**src/rtl/bcd_subtractor_seq.sv**
```systemverilog
// -----------------------------------------------------------------------------
// bcd_subtractor_seq
//
// Sequential packed-BCD subtractor. It produces |a - b| one digit per clock,
// least significant digit first. If the raw subtraction ends with a borrow,
// the intermediate result is a ten's complement. A second pass then computes
// 0 minus that result, which turns it back into a magnitude, and neg is set.
// If any operand digit is above 9, the operation stops after one edge with
// invalid set.
//
// Ports
//   clk      : clock, all state changes on the rising edge
//   rst_n    : asynchronous active-low reset
//   start    : begin a subtraction; accepted only when idle
//   a, b     : minuend / subtrahend, packed BCD, digit 0 in bits [3:0]
//   busy     : high while an operation is in progress
//   done     : one-cycle pulse when diff/neg/invalid are valid
//   diff     : magnitude |a-b|, packed BCD
//   neg      : a < b
//   invalid  : an operand digit was above 9 (diff and neg are then 0)
// -----------------------------------------------------------------------------
module bcd_subtractor_seq #(
   parameter int DIGITS = 4
) (
   input  logic                  clk,
   input  logic                  rst_n,
   input  logic                  start,
   input  logic [4*DIGITS-1:0]   a,
   input  logic [4*DIGITS-1:0]   b,
   output logic                  busy,
   output logic                  done,
   output logic [4*DIGITS-1:0]   diff,
   output logic                  neg,
   output logic                  invalid
);

   localparam int W  = 4 * DIGITS;
   localparam int IW = (DIGITS > 1) ? $clog2(DIGITS) : 1;

   typedef enum logic [1:0] {
      IDLE = 2'd0,
      SUB  = 2'd1,
      NEG  = 2'd2,
      DONE = 2'd3
   } state_t;

   state_t          state_reg,   state_next;
   logic [W-1:0]    a_reg,       a_next;
   logic [W-1:0]    b_reg,       b_next;
   logic [W-1:0]    diff_reg,    diff_next;
   logic [IW-1:0]   idx_reg,     idx_next;
   logic            borrow_reg,  borrow_next;
   logic            busy_reg,    busy_next;
   logic            done_reg,    done_next;
   logic            neg_reg,     neg_next;
   logic            invalid_reg, invalid_next;

   // Detect digits above 9 in the latched operands.
   logic [DIGITS-1:0] digit_bad;
   logic              any_bad;

   genvar gi;
   generate
      for (gi = 0; gi < DIGITS; gi++) begin : g_chk
         assign digit_bad[gi] = (a_reg[gi*4 +: 4] > 4'd9) || (b_reg[gi*4 +: 4] > 4'd9);
      end
   endgenerate

   assign any_bad = |digit_bad;

   // Single-digit borrow subtractor shared by SUB and NEG.
   // In SUB it computes a_k - b_k. In NEG it computes 0 - diff_k, using the
   // intermediate result held in diff_reg.
   logic [3:0] op_x, op_y, dig_res;
   logic [4:0] dig_t;
   logic       dig_borrow;
   logic       last_digit;

   always_comb begin
      op_x = 4'd0;
      op_y = 4'd0;
      if (state_reg == SUB) begin
         op_x = a_reg[int'(idx_reg)*4 +: 4];
         op_y = b_reg[int'(idx_reg)*4 +: 4];
      end else begin
         op_y = diff_reg[int'(idx_reg)*4 +: 4];
      end
      // dig_t is a 5-bit two's complement value in the range -10..9.
      dig_t      = {1'b0, op_x} - {1'b0, op_y} - {4'd0, borrow_reg};
      dig_borrow = dig_t[4];
      // Adding 10 modulo 16 maps the range -10..-1 onto 0..9.
      dig_res    = dig_t[4] ? (dig_t[3:0] + 4'd10) : dig_t[3:0];
   end

   assign last_digit = (idx_reg == IW'(DIGITS - 1));

   // Next-state and output logic.
   always_comb begin
      state_next   = state_reg;
      a_next       = a_reg;
      b_next       = b_reg;
      diff_next    = diff_reg;
      idx_next     = idx_reg;
      borrow_next  = borrow_reg;
      busy_next    = busy_reg;
      done_next    = 1'b0;
      neg_next     = neg_reg;
      invalid_next = invalid_reg;

      case (state_reg)
         IDLE: begin
            if (start) begin
               a_next       = a;
               b_next       = b;
               diff_next    = '0;
               idx_next     = '0;
               borrow_next  = 1'b0;
               busy_next    = 1'b1;
               neg_next     = 1'b0;
               invalid_next = 1'b0;
               state_next   = SUB;
            end
         end

         SUB: begin
            if (any_bad) begin
               diff_next    = '0;
               neg_next     = 1'b0;
               invalid_next = 1'b1;
               done_next    = 1'b1;
               busy_next    = 1'b0;
               state_next   = DONE;
            end else begin
               diff_next[int'(idx_reg)*4 +: 4] = dig_res;
               borrow_next = dig_borrow;
               idx_next    = idx_reg + IW'(1);
               if (last_digit) begin
                  if (dig_borrow) begin
                     // The raw result is a ten's complement. Start the
                     // negation pass from digit 0 with the borrow cleared.
                     idx_next    = '0;
                     borrow_next = 1'b0;
                     state_next  = NEG;
                  end else begin
                     neg_next   = 1'b0;
                     done_next  = 1'b1;
                     busy_next  = 1'b0;
                     state_next = DONE;
                  end
               end
            end
         end

         NEG: begin
            diff_next[int'(idx_reg)*4 +: 4] = dig_res;
            borrow_next = dig_borrow;
            idx_next    = idx_reg + IW'(1);
            if (last_digit) begin
               neg_next   = 1'b1;
               done_next  = 1'b1;
               busy_next  = 1'b0;
               state_next = DONE;
            end
         end

         DONE: begin
            // start is ignored for this one cycle.
            state_next = IDLE;
         end

         default: state_next = IDLE;
      endcase
   end

   always_ff @(posedge clk or negedge rst_n) begin
      if (!rst_n) begin
         state_reg   <= IDLE;
         a_reg       <= '0;
         b_reg       <= '0;
         diff_reg    <= '0;
         idx_reg     <= '0;
         borrow_reg  <= 1'b0;
         busy_reg    <= 1'b0;
         done_reg    <= 1'b0;
         neg_reg     <= 1'b0;
         invalid_reg <= 1'b0;
      end else begin
         state_reg   <= state_next;
         a_reg       <= a_next;
         b_reg       <= b_next;
         diff_reg    <= diff_next;
         idx_reg     <= idx_next;
         borrow_reg  <= borrow_next;
         busy_reg    <= busy_next;
         done_reg    <= done_next;
         neg_reg     <= neg_next;
         invalid_reg <= invalid_next;
      end
   end

   assign busy    = busy_reg;
   assign done    = done_reg;
   assign diff    = diff_reg;
   assign neg     = neg_reg;
   assign invalid = invalid_reg;

endmodule
```
**config.mk**
```make
export PLATFORM = sky130hd
export DESIGN_NAME = bcd_subtractor_seq
export DESIGN_NICKNAME = d
export VERILOG_FILES = /design/src/rtl/bcd_subtractor_seq.sv
export SDC_FILE = /design/constraint.sdc
export NUM_CORES = 1
export LEC_CHECK = 0
export BUFFER_PORTS_ARGS = -buffer_cell sky130_fd_sc_hd__buf_2
export CAP_MARGIN = 10
export CORE_ASPECT_RATIO = 1.1
export CORE_MARGIN = 2
export CORE_UTILIZATION = 35
export DETAILED_ROUTE_END_ITERATION = 8
export PLACE_DENSITY_LB_ADDON = 0.3
export SLEW_MARGIN = 20
export SYNTH_ARGS = -nofsm -noshare
export SYNTH_HDL_FRONTEND = slang
export SYNTH_SLANG_ARGS = --single-unit
```
**constraint.sdc**
```tcl
create_clock -name clk -period 4.35 [get_ports clk]
set_input_delay 0.435 -clock clk [delete_from_list [all_inputs] [get_ports clk]]
set_output_delay 0.435 -clock clk [all_outputs]
set_load 0.02 [all_outputs]
```
# After elaboration in Yosys (flattened, before gate mapping)
# Index checks and enable logic that the tools add are counted.
dict set report word_totals {
  output_inout_bits 20
  register_bits 57
  wordCells 89
}
dict set report classes {
  shifts 5
  n_mux 37
  addsub 5
  n_eq_ne 10
  n_lt_le_gt_ge 8
  reduce_logical 14
}
# cell n
set ops {}
lappend ops {{case mux 16 bit (3 select lines)} 1}
lappend ops {{indexed part select 16 x 5 -> 4 bit} 3}
lappend ops {{negator 4 -> 33 bit} 1}
lappend ops {{variable shift 4 x 33 -> 16 bit, first input constant} 1}
lappend ops {{indexed part select 4 x 33 -> 16 bit} 1}
lappend ops {{greater-than comparator 4 bit, second input constant} 8}
lappend ops {{two-way mux 16 bit} 2}
lappend ops {{bitwise mux 16 bit} 1}
lappend ops {{two-way mux 2 bit} 8}
lappend ops {{two-way mux 1 bit} 15}
lappend ops {{two-way mux 4 bit} 3}
lappend ops {{case mux 1 bit (3 select lines)} 3}
lappend ops {{AND reduction 3 bit} 3}
lappend ops {{inequality test 2 bit, second input constant} 4}
lappend ops {{case mux 2 bit (4 select lines)} 1}
lappend ops {{equality test 2 bit, second input constant} 3}
lappend ops {{inequality test 3 bit, second input constant} 2}
lappend ops {{case mux 2 bit (3 select lines)} 1}
lappend ops {{AND reduction 5 bit} 1}
lappend ops {{subtractor 4 x 4 -> 5 bit} 1}
lappend ops {{subtractor 5 x 1 -> 5 bit} 1}
lappend ops {{adder 4 bit, second input constant} 1}
lappend ops {{logical OR 1 bit} 4}
lappend ops {{case mux 1 bit (2 select lines)} 2}
lappend ops {{other kinds (7)} 8}

# Logic depth before layout (Yosys ltp)
# Gate-level depths: netlist of the first run.
dict set report depth {
  ltp_word 10
  mapped_depth 16
  ltp_nobuf 14
}

# Least setup slack after synthesis of the first run
# No wires, ideal clock.
dict set report synth_timing {
  path_kind {register -> register}
  start {register state_reg[1]}
  end {register busy_reg (netlist: busy)}
  path_buffers 2
  stages_incl_launch_ff 14
  setup_ns 0.127
  path_slack_ns 0.761
  arrival_ns 3.461
  path_cell_list {dfrtp_1 > inv_1 > ha_1 > buf_4 > clkbuf_1 > mux4_2 > mux2i_1 > fa_1 > fa_1 > nand2b_1 > a21oi_2 > xnor2_1 > a221oi_1 > mux2_1}
}
dict set report synth_between {
  elab_chain_cells 6
}
# element line
set synth_rtl {}
lappend synth_rtl {{from (decl)} 47} ;# state_t state_reg, state_next;
lappend synth_rtl {{from (signal assigned)} 188} ;# state_reg <= state_next;
lappend synth_rtl {{equality test 2 x 1 -> 1 bit} {82, 110}}
lappend synth_rtl {{two-way mux 4 bit} 82} ;# if (state_reg == SUB) begin
lappend synth_rtl {{subtractor 4 x 4 -> 5 bit} 89} ;# dig_t = {1'b0, op_x} - {1'b0, op_y} - {4'd0, borrow_reg};
lappend synth_rtl {{subtractor 5 x 1 -> 5 bit} 89}
lappend synth_rtl {{inequality test 3 bit (no source line)} --}
lappend synth_rtl {{AND reduction 5 bit (no source line)} --}
lappend synth_rtl {{to (signal assigned)} 194} ;# busy_reg <= busy_next;
lappend synth_rtl {{to (decl)} 53} ;# logic busy_reg, busy_next;
# Several ways; a longest one is shown, not always the timed one.
# A chain may end at the register's enable or synchronous reset.

# Worst setup path in the final report of the first run
dict set report layout_timing {
  start {register state_reg[1]}
  end {register diff_reg[15] (netlist: diff[15])}
}
dict set report layout_between {
  elab_chain_cells 10
}
# element line
set layout_rtl {}
lappend layout_rtl {{equality test 2 x 1 -> 1 bit} {82, 110}}
lappend layout_rtl {{two-way mux 4 bit} 82}
lappend layout_rtl {{subtractor 4 x 4 -> 5 bit} 89}
lappend layout_rtl {{subtractor 5 x 1 -> 5 bit} 89}
lappend layout_rtl {{adder 4 bit} 92} ;# dig_res = dig_t[4] ? (dig_t[3:0] + 4'd10) : dig_t[3:0];
lappend layout_rtl {{two-way mux 4 bit} 92}
lappend layout_rtl {{indexed part select 4 x 33 -> 16 bit} {134, 155}}
lappend layout_rtl {{bitwise mux 16 bit} {134, 155}}
lappend layout_rtl {{two-way mux 16 bit} 126} ;# if (any_bad) begin
lappend layout_rtl {{case mux 16 bit (3 select lines)} 110} ;# case (state_reg)
lappend layout_rtl {{to (signal assigned)} 191} ;# diff_reg <= diff_next;
lappend layout_rtl {{to (decl)} 50} ;# logic [W-1:0] diff_reg, diff_next;
# Several ways; a longest one is shown, not always the timed one.

==> results.cfg, run 1 <==
[outcome]
run_status = finished clean

[timing]
rsz0062_at_grt = false
tns_ns = 0
tightest_slew_ns = 0.701
post-route-min-period_ns = 3.63
fmax_mhz = 276
finalHoldViolCount = 0
slew_headroom_pct = 53.2
slew_viol_final = 0
clock_skew_ns = 0.00990
timing.final.ws_setup_ns = 0.721
finalSetupViolations = 0
timing.final.crit_share_pct = 83.4

[critical_path]
cp.required_ns = 4.60
critPathMaxFanout = 5
crit_arrival_ns = 3.88
endpoint_kind = flip-flop
worstSetupPathType = flip-flop to flip-flop
critPathLaunchType = flip-flop

[pwr]
power.leakage_nw = 1.82
p_sw_share_pct = 41.5
power_mw = 3.63
seqPwrFrac_pct = 25.1
p_switching_mw = 1.50
p_int_mw = 2.12
p_per_area_nw_per_um2 = 923
ir_drop_mv = 0.367
combinationalPowerShare_pct = 59.4
p_clk_share_pct = 15.6

[worst_hold_path]
hp-class = primary input to async pin

[die]
die_w_um = 96.9
initial_utilization_pct = 35.7
dieArea_um2 = 10300
core_area_um2 = 9310
die_h_um = 106
io_pins = 55
rows = 37

[logic_synthesis]
synthTopCellsByArea = dfrtp_1 43%, mux2_2 11%, ha_1 6.4%
synthArstFlopShare_pct = 100
syn_area_um2 = 3320
synth_cell_types = 59
synth_fp_nets = 326
synth-main-ff-cell = dfrtp_1
synthCells = 272
yosysWarnings = 0
ys_seq_elements = 57
yosysTopAreaCellShare_pct = 42.9
ys_seq_area_share_pct = 42.9
synth_top_area_cell = dfrtp_1
synth_edf_count = 0
synth.avg_cell_area_um2 = 12.2

[route]
drt_iter0_drc = 150
dr.pass1.iters = 4
antenna_left = 0
wirelength_um = 7690
drc = 0
via_count = 2349
wl_per_cell_um = 17.0
vias_per_cell = 5.21

[cts]
clock_latency_ns = 0.33
root_buffer = clkbuf_8
post-cts-setup-buffers = 0
numClockSinks = 57
cts_tree = built
postCtsHoldBufs = 0
clk_path_buf_depth = 2
cts_resized = 0
cts-htree-levels = 3
clkTransAtPathRegs_ns = 0.06
cts_buffers = 9

[global_routing]
grt_pass1_vias = 2451
grtUsageTotal_pct = 15.7
grt_max_degree = 58
antenna_found_initial = 0
gr-total-overflow = 0
grt_pass1_wl_um = 12600

[place]
dpl.hpwl_um = 5920
portBuffers = 54
gp_congestion = 0.852
dpl_worst_slack_ns = 0.751

[layout]
layout-drive-gt1-share_pct = 37.7
fin_util_pct = 42.2
antenna_cells = 0
n_fill_cell = 879
areaGrowthSynthToFinish_pct = 18.3
nNetsFinal = 383

[job]
cap_viol_max_count = 0
==> layer usage <==
layer / share of wire (%) / wire length, µm / GRT usage (%)
met1: 45 / 3440 / 20.0
met2: 48 / 3670 / 25.4
met3: 5.8 / 444 / 4.27
met4: 1.8 / 138 / 6.14
met5: 0 / 0 / 0
==> cell usage after synthesis (3+ instances only) <==
master	instances
dfrtp_1	57
nand2b_1	5
ha_1	17
a211oi_1	5
o21ai_0	4
mux2_2	33
inv_1	18
clkbuf_1	4
nand3_1	4
a21o_1	3
buf_4	3
nor2_1	3
mux2i_1	5
o21ai_1	10
nand2_1	13
mux4_1	3
mux2_1	4
nor3_1	3
buf_1	3
mux4_2	7
a21oi_1	8
o2bb2ai_1	16
==> cell families after synthesis <==
kind of cell               synth area share (%)
AOI/OAI and AO/OA                          13.9
muxes                                      22.0
xor gates and xnor gates                   1.20
and+or+nand+nor                            7.49
adders and majority gates                  7.61
buffers and inverters                      4.89
DFF                                        42.9
==> cell usage in the layout (no fill, tap or decap), types with 3 or more instances in the layout <==
master	netlist	routed
mux2_1	4	4
o2bb2ai_1	16	16
o21ai_1	10	10
nand2_1	13	13
clkbuf_8	1	11
mux4_1	3	3
mux2i_1	5	5
mux4_2	7	7
a21oi_1	8	8
dfrtp_1	57	57
buf_2	1	54
nand3_1	4	4
o21ai_0	4	4
nand2b_1	5	5
inv_1	18	18
mux2_2	33	33
buf_4	3	6
ha_1	17	17
nor3_1	3	3
nor2_1	3	3
a21o_1	3	3
a211oi_1	5	5
==> worst max-delay path: stages, from the launching register on <==
cell       delay [ns]
dfrtp_1          0.39
inv_1            0.12
ha_1             0.25
mux4_2           0.34
mux2i_1          0.10
fa_1             0.46
fa_1             0.49
xor2_1           0.20
ha_1             0.22
nor3_1           0.21
mux2_8           0.20
nor3_1           0.04
nand4bb_2        0.32
o2bb2ai_1        0.20
==> per-stage QoR <==
| stage | cells | area (µm²) | hold WS [ns] |
|---|---|---|---|
| finish | 451 | 3930 | 0.227 |
| global placement | 435 | 3700 | 0.473 |
| global route | 451 | 3930 | 0.291 |
| floorplan | 272 | 3320 | 0.139 |
| CTS | 451 | 3930 | 0.256 |
| detailed placement | 435 | 3700 | 0.475 |
==> layout make-up <==
| type | instances | area (µm²) | share of cell area, % |
|---|---|---|---|
| flip-flops and latches | 57 | 1430 | 36.3 |
| repair buffers | 60 | 315 | 8.02 |
| clock inverters | 4 | 73.8 | 1.88 |
| well taps | 117 | 146 | 3.72 |
| inverters | 19 | 71.3 | 1.81 |
| multi-input cells | 182 | 1740 | 44.3 |
| clock buffers | 12 | 155 | 3.95 |
==> power groups by stage <==
| stage | combinational (mW) | sequential [mW] | clock [mW] |
|---|---|---|---|
| global route | 2.38 | 0.934 | 0.606 |
| floorplan | 1.72 | 0.874 | 0 |
| detailed placement | 2.15 | 0.920 | 0 |
| finish | 2.15 | 0.909 | 0.565 |
| CTS | 2.16 | 0.910 | 0.584 |
| global placement | 2.12 | 0.909 | 0 |
==> final timing paths <==
| path | slack [ns] | to | cells after the start | start |
|---|---|---|---|---|
| worst max-delay path | 0.72 | diff[15] | 13 | state_reg[1] |
| worst min-delay path | 0.23 | a_reg[15] | 2 | rst_n |
| worst max register to register | 0.72 | diff[15] | 13 | state_reg[1] |
| worst min register to register | 0.49 | neg | 1 | neg |
| max in group asynchronous | 3.65 | diff[0] | 2 | rst_n |
| min in group clk | 0.33 | b_reg[1] | 2 | b[1] |
Power figures use the tool's default switching activity.
==> inputs of run 2 (changes only) <==
- ABC_AREA: default -> 1
- clock period: 4.35 -> 3.4 ns (I/O delays scaled with it)
==> run 2 against run 1 <==
Compared with the run above:
- power rose by 28%
- area after synthesis grew 0.72%
- die area is 0.69% higher
- first-iteration DRC count fell by 8.0%
- utilization grew 0.63 points
- critical endpoint is now diff[13]
- largest power group unchanged
==> results.cfg, run 2 <==
[pwr]
power_mw = 4.64
p_int_mw = 2.32
p_switching_mw = 2.32
ir_drop_mv = 0.520
seqPwrFrac_pct = 24.4
p_clk_share_pct = 12.6
combinationalPowerShare_pct = 63.0
power.leakage_nw = 1.99
p_sw_share_pct = 50.0
p_per_area_nw_per_um2 = 1160

[place]
gp_congestion = 0.939
portBuffers = 54
placed_area_um2 = 3790
post-place-cells = 574
dpl.hpwl_um = 6620

[layout]
nNetsFinal = 522
finalNonFillerCells = 589
layout-drive-gt1-share_pct = 26.1
areaGrowthSynthToFinish_pct = 19.8
final_common_cell = nand2_1
antenna_cells = 0
finalInstanceArea_um2 = 4010
layout_common_cells = 78 x nand2_1, 56 x dfrtp_1, 54 x buf_2, 45 x inv_1

[route]
via_count = 3019
drt-met1-wl_um = 3810
wl_met2_um = 4240
dr.pass1.iters = 5
wl_met3_um = 561
antenna_left = 0
vias_per_cell = 5.13
wl_per_cell_um = 14.7
drt_iter0_drc = 138
drc = 0
wirelength_um = 8690
maxUsedRoutingLayer = met4

[global_routing]
antenna_found_initial = 0
grtUsageTotal_pct = 17.8
grt_pass1_wl_um = 14600
gr-total-overflow = 0
grt_max_degree = 32
grt_pass1_vias = 2957

[logic_synthesis]
synth-main-ff-cell = dfrtp_1
synth_fa_ha_area_share_pct = 7.55
synth_edf_count = 0
ys_seq_area_share_pct = 42.6
synthArstFlopShare_pct = 100
synthSimpleGateAreaFrac_pct = 17.0
synth_cell_types = 35
synth_fp_nets = 459
synth_compound_area_share_pct = 16.4
synth_xor_xnor_area_share_pct = 0.262
synthTopCellsByArea = dfrtp_1 43%, nand2_1 8.9%, mux2_2 8.1%
ys_seq_elements = 57
muxShareOfSynthArea_pct = 8.07
synth.avg_cell_area_um2 = 8.26
yosysWarnings = 0
synth_top_family_by_area = simple AND/OR/NAND/NOR gates
synth_common_cells = 79 x nand2_1, 57 x dfrtp_1, 48 x inv_1
synthCells = 405
synth_top_area_cell = dfrtp_1
synth_most_common_cell = nand2_1
syn_area_um2 = 3350
yosysTopAreaCellShare_pct = 42.6

[timing]
timing.final.crit_share_pct = 92.7
clock_skew_ns = 0.00782
slew_viol_final = 0
finalSetupViolations = 0
fmax_mhz = 317
slew_headroom_pct = 55.5
finalHoldViolCount = 0
tightest_slew_ns = 0.667
fin_worst_hold_slack_ns = 0.0325
post-route-min-period_ns = 3.15

[worst_hold_path]
hp-class = primary input to async pin

[cts]
postCtsHoldBufs = 0
numClockSinks = 57
clk_path_buf_depth = 2
clkTransAtPathRegs_ns = 0.07
root_buffer = clkbuf_8
cts_resized = 1
cts_tree = built
cts-htree-levels = 3
post-cts-setup-buffers = 0
clock_latency_ns = 0.34
cts_buffers = 9

[critical_path]
path_buf_inv = 3
crit_chain = ha_4 > inv_4 > nand2_1 > a21oi_2 > a32oi_1 > fa_2 > fa_1 > inv_1 > nand2_1 > nand2_1 > nand3_1 > nand2_2 > xor2_1 > inv_1 > nand3_1 > o21ai_0 > nand2_1 > nand2_1
crit_slowest_cell = dfrtp_2
crit_family = adder cells
cp.required_ns = 3.63
worst_path_most_repeated_cell = nand2_1
critPathMaxFanout = 6
critPathLaunchType = flip-flop
crit_arrival_ns = 3.39
critical_path.max_stage_delay_ns = 0.47
worstSetupPathType = flip-flop to flip-flop
endpoint_kind = flip-flop

[die]
die_w_um = 97.2
rows = 37
initial_utilization_pct = 35.8
io_pins = 55
die_h_um = 107
core_area_um2 = 9350
dieArea_um2 = 10400

[job]
cap_viol_max_count = 0

[outcome]
run_status = finished clean
==> run 2: cell types whose count changed after synthesis, moves of 16 or more <==
| cell | before | now |
|---|---|---|
| o21ai_0 | 4 | 41 |
| o2bb2ai_1 | 16 | 0 |
| nor2_1 | 3 | 22 |
| a21oi_1 | 8 | 41 |
| nand2_1 | 13 | 79 |
| inv_1 | 18 | 48 |
| nand3_1 | 4 | 23 |
==> run 2: per-stage QoR <==
step                setup slack (ns)  util (%)  setup TNS (ns)
global route                -0.00689      42.9        -0.00689
detailed placement           -0.0305      40.5         -0.0514
global placement             0.00647      40.5               0
CTS                          0.00328      42.4               0
finish                         0.247      42.9               0
floorplan                      0.215         -               0
==> run 2: cell type report <==
class	count	area (µm²)
clock inverter	3	15.0
multi-input combinational	281	1680
fill	963	5340
inverter	53	206
timing repair buffer	66	364
tap	117	146
sequential	57	1430
clock buffer	12	165
==> run 2: worst paths after layout <==
path	endpoint	cells past startpoint	slack, ns	from
hold / removal	a_reg[0]	1	0.03	rst_n
hold reg to reg	neg	2	0.48	neg
setup / recovery	diff[13]	18	0.25	state_reg[0]
setup reg to reg	diff[13]	18	0.25	state_reg[0]
min in group clk	b_reg[8]	2	0.23	b[8]
max in group asynchronous	state_reg[0]	2	2.54	rst_n
==> run 2: power groups by stage <==
stage	logic [mW]	registers, mW	clock network [mW]
5_1_grt	3.31	1.17	0.638
3_5_place_dp	2.83	1.14	0
4_1_cts	2.85	1.13	0.605
3_3_place_gp	2.80	1.13	0
6_report	2.92	1.13	0.586
2_1_floorplan	2.09	1.12	0
==> run 2: per-layer routing <==
| layer | vias up | GRT usage [%] |
|---|---|---|
| li1 | 1476 | - |
| met1 | 1433 | 22.6 |
| met2 | 100 | 28.9 |
| met3 | 10 | 5.79 |
| met4 | 0 | 5.85 |
| met5 | - | 0 |
==> run 2: cell families after synthesis <==
group / after synthesis
simple gates: 135
compound gates: 102
buf+inv: 67
flops: 57
mux: 24
fa+ha+maj: 19
xor+xnor: 1
==> run 2: worst reg2reg max path, cell delays in order, from the launching register on <==
cell and delay (ns):
dfrtp_2 0.47, ha_4 0.22, inv_4 0.10, nand2_1 0.07, a21oi_2 0.17, a32oi_1 0.10
fa_2 0.41, fa_1 0.41, inv_1 0.06, nand2_1 0.06, nand2_1 0.07, nand3_1 0.12
nand2_2 0.14, xor2_1 0.22, inv_1 0.10, nand3_1 0.10, o21ai_0 0.09, nand2_1 0.07
nand2_1 0.05
